File: src/rtl/audio_i2s_tx.sv
// Philips I2S transmitter: 16-bit stereo PCM in 32-bit slots, one-entry input buffer,
// repeats the previous frame when no new pair is waiting at the frame boundary.
module audio_i2s_tx #(
    parameter int BCK_DIV = 8
) (
    input  logic        clk,
    input  logic        reset,
    input  logic [15:0] left_in,
    input  logic [15:0] right_in,
    input  logic        in_valid,
    output logic        in_ready,
    output logic        i2s_bck,
    output logic        i2s_lrck,
    output logic        i2s_data,
    output logic        frame_start,
    output logic        underrun
);
    localparam int               DIV_W    = $clog2(BCK_DIV);
    localparam logic [DIV_W-1:0] DIV_LAST = DIV_W'(BCK_DIV - 1);

    logic [DIV_W-1:0] div_cnt;
    logic [5:0]       bit_cnt;
    logic [5:0]       bit_nxt;
    logic             pend_full;
    logic [15:0]      pend_left;
    logic [15:0]      pend_right;
    logic [15:0]      frame_left;
    logic [15:0]      frame_right;
    logic             div_wrap;
    logic             fall_evt;
    logic             frame_load;
    logic             accept;
    logic [4:0]       slot_nxt;
    logic [3:0]       bit_sel;
    logic [15:0]      word_nxt;
    logic             data_nxt;

    assign div_wrap   = (div_cnt == DIV_LAST);
    assign fall_evt   = div_wrap & i2s_bck;
    assign frame_load = fall_evt & (bit_cnt == 6'd63);
    assign bit_nxt    = bit_cnt + 6'd1;
    assign in_ready   = ~pend_full & ~reset;
    assign accept     = in_valid & in_ready;

    // Serial bit for the slot being entered: slot 1 is the MSB, slot 16 the LSB.
    always_comb begin
        slot_nxt = bit_nxt[4:0];
        word_nxt = bit_nxt[5] ? frame_right : frame_left;
        bit_sel  = 4'(5'd16 - slot_nxt);
        data_nxt = 1'b0;
        if ((slot_nxt != 5'd0) && (slot_nxt <= 5'd16)) begin
            data_nxt = word_nxt[bit_sel];
        end
    end

    always_ff @(posedge clk) begin
        if (reset) begin
            div_cnt <= '0;
            i2s_bck <= 1'b0;
        end else if (div_wrap) begin
            div_cnt <= '0;
            i2s_bck <= ~i2s_bck;
        end else begin
            div_cnt <= div_cnt + 1'b1;
        end
    end

    // LRCK and DATA change together with the BCK fall, so they are stable at the rise.
    always_ff @(posedge clk) begin
        if (reset) begin
            bit_cnt  <= '0;
            i2s_lrck <= 1'b0;
            i2s_data <= 1'b0;
        end else if (fall_evt) begin
            bit_cnt  <= bit_nxt;
            i2s_lrck <= bit_nxt[5];
            i2s_data <= data_nxt;
        end
    end

    always_ff @(posedge clk) begin
        if (reset) begin
            pend_full  <= 1'b0;
            pend_left  <= '0;
            pend_right <= '0;
        end else if (accept) begin
            pend_full  <= 1'b1;
            pend_left  <= left_in;
            pend_right <= right_in;
        end else if (frame_load) begin
            pend_full  <= 1'b0;
        end
    end

    // On underrun the frame registers are left alone, which repeats the last pair.
    always_ff @(posedge clk) begin
        if (reset) begin
            frame_left  <= '0;
            frame_right <= '0;
            frame_start <= 1'b0;
            underrun    <= 1'b0;
        end else begin
            frame_start <= frame_load;
            underrun    <= frame_load & ~pend_full;
            if (frame_load && pend_full) begin
                frame_left  <= pend_left;
                frame_right <= pend_right;
            end
        end
    end

endmodule

File: config.mk
export PLATFORM = sky130hd
export DESIGN_NAME = audio_i2s_tx
export DESIGN_NICKNAME = d
export VERILOG_FILES = /design/src/rtl/audio_i2s_tx.sv
export SDC_FILE = /design/constraint.sdc
export NUM_CORES = 1
export LEC_CHECK = 0
export ABC_AREA = 1
export CAP_MARGIN = 20
export CORE_AREA = 2 2 62 107
export DETAILED_ROUTE_END_ITERATION = 8
export DIE_AREA = 0 0 64 109
export GPL_ROUTABILITY_DRIVEN = 0
export PLACE_DENSITY = 0.77
export SLEW_MARGIN = 20
export SYNTH_ARGS = -nofsm -noshare
export SYNTH_HDL_FRONTEND = slang
export SYNTH_SLANG_ARGS = --single-unit
File: constraint.sdc
create_clock -name clk -period 2.05 [get_ports clk]
set_input_delay 0.615 -clock clk [delete_from_list [all_inputs] [get_ports clk]]
set_output_delay 0.615 -clock clk [all_outputs]
set_load 0.02 [all_outputs]
* Yosys cells after proc, flatten, opt, wreduce, memory -nomap -nowiden
Index checks and enable logic that the tools add are counted.
Storage, ports and cells: input port bits 35, output and inout port bits 6, word-level logic and storage cells 38, register bits 79
Operators by class: multiplexer cells 6, equal/unequal tests 2, $add $sub $neg 3, bitwise gates (word level) 8, magnitude comparators 2, reductions and logical operators 5
Operators by type and width (count):
- 16-bit two-way mux | 1
- 6-bit by 1-bit adder with 6-bit output (second input constant) | 1
- 6-bit == test (second input constant) | 1
- 1-bit AND | 5
- 5-bit less-or-equal comparator (second input constant) | 1
- 4-bit by 5-bit < comparator with 1-bit output (second input constant) | 1
- 5-bit nonzero test | 1
- 1-bit binary-select mux with 4-bit select | 1
- 1-bit two-way mux | 4
- 1-bit by 4-bit subtractor with 4-bit output (first input constant) | 1
- 3-bit by 1-bit adder with 3-bit output (second input constant) | 1
- 3-bit == test (second input constant) | 1
- 1-bit NOT | 3
- 1-bit logical AND | 2
- 2-bit nonzero test | 1
- 2-bit OR reduction | 1

* Longest topological paths before layout
word-level depth 5, gate-level depth with buffers 14, gate-level depth less buffers 12

* Worst setup path after synthesis
Ideal clock, no wire load.
path type input to output, from input port reset, to output port in_ready, path buffers 1, stages on the path 2, required time 1.435 ns, data arrival time 1.073 ns, path slack 0.362 ns, cells stage by stage clkbuf_1 nor2_1
Between the ends: longest elaborated chain between the ends 2
Ends and longest elaborated chain:
- from (decl) | line 7 | input logic reset,
- 1-bit NOT | line 42 | assign in_ready = ~pend_full & ~reset;
- 1-bit AND | line 42
- to (decl) | line 11 | output logic in_ready,
No other way between the ends.

* Worst setup path in the final report
Ends and elaborated chain as after synthesis.

==> impl_metrics.py <==
metrics = {
    "clock_network": {
        "clkTransAtPathRegs_ns": 0.07,
        "cts_buffer_depth": 2,
        "post_cts.repair.setup_buffers": 0,
        "cts_made_buffers": 9,
        "holdBufCountCts": 0,
        "cts-root-buf": "clkbuf_8",
        "clock_latency_ns": 0.34,
        "clock_sinks": 78,
        "cts_tree": "yes",
        "htreeDepth": 3,
        "cts_resized": 4,
    },
    "sta": {
        "drv_slew": 0,
        "min_period_over_period_pct": 97.6,
        "clock_skew_ns": 0.00384,
        "worstMarginPinSlew_ns": 0.341,
        "period_needed_ns": 2.00,
        "max_slew_margin_pct": 77.2,
        "setup_viol": 0,
        "max_freq_mhz": 500,
        "rsz0062_at_grt": "no",
        "hold_viol_final": 0,
        "fin_ws_ns": 0.0489,
    },
    "die": {
        "dieArea_mm2": 0.00698,
        "die_h_um": 109,
        "die_x_um": 64,
        "coreArea_mm2": 0.00613,
        "start_util_pct": 51.8,
        "ioPinCount": 41,
        "row_count": 38,
    },
    "grt": {
        "grtUsageTotal_pct": 20.0,
        "grt_max_degree": 65,
        "grt_pass1_vias": 2555,
        "antenna_found_initial": 0,
        "grt_pass1_wl_um": 10900,
        "globalRouteOverflowTotal": 0,
    },
    "yosys": {
        "synth_fa_ha_area_share_pct": 1.18,
        "netlist_area_mm2": 0.00318,
        "synth_top_family_by_area": "simple AND/OR/NAND/NOR gates",
        "ys_types": 27,
        "ys_seq_area_share_pct": 49.1,
        "synth.area.mux_share_pct": 0,
        "syn_area_per_cell_um2": 7.29,
        "synth_compound_area_share_pct": 14.8,
        "ys_async_sr_fraction_pct": 0,
        "synthFlopType": "dfxtp_1",
        "syn_inst": 436,
        "ys_ff_latch": 78,
        "synth-simple-area-share_pct": 26.8,
        "synth_edf_count": 0,
        "synth_nets": 474,
        "synth-xor-area-share_pct": 1.10,
        "yosys_warnings": 0,
    },
    "pwr": {
        "finalPower_mw": 2.93,
        "p_leak_nw": 1.61,
        "peakVddDrop_mv": 0.528,
        "powerDensity_mw_per_mm2": 764,
    },
    "run": {
        "maxCapViolCount": 0,
    },
    "worst_setup_path": {
        "crit_family": "buffers and inverters",
        "worst-path-buf-inv": 2,
        "critPathMaxStageDelay_ns": 0.48,
        "critPathCaptureType": "primary output",
        "critPathSlowestCell": "clkdlybuf4s50_1",
        "cp.arrival_ns": 1.39,
        "setup.worst_path.class": "primary input to primary output",
        "rrSetupSlack_ns": 0.21,
        "r2r-end": "frame_right[11]$_SDFFE_PP0P_",
        "r2r_cells": 9,
        "crit_path_cell_trace": "clkdlybuf4s50_1, nor2_1, clkdlybuf4s15_2",
        "worstPathRequired_ns": 1.43,
        "crit_fanout": 2,
        "r2r-start": "div_cnt[0]$_SDFF_PP0_",
        "worstSetupStartpointType": "primary input",
    },
    "place": {
        "dp_slack_ns": -0.295,
        "numPortBuffers": 40,
        "dp_hpwl_um": 4360,
        "placed_cell_area_mm2": 0.00364,
    },
    "detailed_routing": {
        "routedWlPerCell_um": 11.5,
        "drc": 0,
        "first_pass_iters": 4,
        "routed_wl_um": 6360,
        "vias": 2814,
        "vias_per_cell": 5.09,
        "drt-initial-drc-count": 122,
        "drtAntennaViolNets": 0,
    },
    "min_path": {
        "hold_path_startpoint": "div_cnt[0]$_SDFF_PP0_",
        "hold_depth": 1,
        "hold_end": "div_cnt[0]$_SDFF_PP0_",
        "hold_class": "flop to flop",
    },
    "cells_and_area": {
        "drive_gt1_share_pct": 7.40,
        "n_fill_cell": 546,
        "nNetsFinal": 507,
        "area_growth_pct": 20.5,
        "antenna_cells": 0,
        "stdcell_area_mm2": 0.00383,
    },
    "run_status": {
        "status": "complete, no violations",
    },
}
==> synth_stat cells, types with 2 or more instances <==
library cell	number	area [µm²]
buf_4	3	22.5
buf_6	2	22.5
buf_2	5	25.0
nor2_1	74	278
o22ai_1	2	12.5
ha_1	3	37.5
inv_1	23	86.3
nand2_1	105	394
inv_2	2	7.51
xor2_1	3	26.3
clkbuf_1	14	52.6
dfxtp_1	78	1560
o21ai_0	71	355
nand3_1	23	115
nor3_1	2	10.0
nand2_2	2	12.5
nand3_2	2	20.0
a211oi_1	2	15.0
o21ai_1	2	10.0
o21ai_2	2	17.5
a21oi_1	10	50.1
==> layout by cell type (no fill, tap or decap), types with 3 or more instances in the layout <==
cell type	netlist	routed
nand3_1	23	23
inv_1	23	23
xor2_1	3	3
ha_1	3	3
nor2_1	74	73
nand2_1	105	105
clkdlybuf4s50_1	0	38
clkbuf_8	0	9
o21ai_0	71	71
dfxtp_1	78	77
a21oi_1	10	10
buf_4	3	4
==> area by class of cell <==
class / instances / area [µm²] / area share, %
multi-input cells: 308 / 1410 / 36.7
well taps: 80 / 100 / 2.61
repair buffers: 47 / 485 / 12.7
clock inverters: 4 / 48.8 / 1.27
flip-flops and latches: 78 / 1560 / 40.8
clock buffers: 11 / 131 / 3.43
inverters: 25 / 96.3 / 2.52
==> stage by stage <==
step	util (%)	setup TNS [ns]	hold slack (ns)	instances
4_1_cts	62.3	0	0.429	553
3_5_place_dp	59.3	-0.295	0.419	538
5_1_grt	62.4	0	0.452	553
2_1_floorplan	-	0	0.397	436
6_report	62.4	0	0.430	553
3_3_place_gp	59.3	-0.290	0.405	538
==> per-layer routing <==
metal	GRT usage, %	up-vias	part of all wire (%)
met1	22.8	1263	45
met4	10.7	0	2.8
met2	33.8	75	48
li1	-	1460	-
met5	0	-	0
met3	5.47	16	3.9
==> worst max path at each step <==
stage                                        end  cells after the start                   from
finish                                  in_ready                      3                  reset
global placement                        in_ready                      3                  reset
CTS                                     i2s_lrck                      1  i2s_lrck$_SDFFE_PP0P_
detailed placement                      in_ready                      3                  reset
floorplan                               in_ready                      2                  reset
global route        frame_right[11]$_SDFFE_PP0P_                      9  div_cnt[0]$_SDFF_PP0_
==> state kept, by name, indices dropped and copies added (netlist names) <==
register and flops:
frame_left 16, bit_cnt 5, i2s_lrck 1, pend_right 16
i2s_data 1, pend_left 16, frame_right 16, underrun 1
i2s_bck 1, frame_start 1, div_cnt 3, pend_full 1
==> kinds of logic (layout without fill, tap and decap cells) <==
family                     Yosys count  in the layout
AOI/OAI and AO/OA                   90             90
xor gates and xnor gates             4              4
adders and majority gates            3              3
buffers and inverters               50             87
DFF                                 78             78
and+or+nand+nor                    211            211
==> where the power goes <==
group | switching (mW) | internal, mW | total, mW
combinational | 0.124 | 0.131 | 0.255
sequential | 0.0293 | 1.57 | 1.60
clock | 0.521 | 0.555 | 1.08
total | 0.674 | 2.25 | 2.93
No activity file was read; power rests on OpenSTA's default activity.
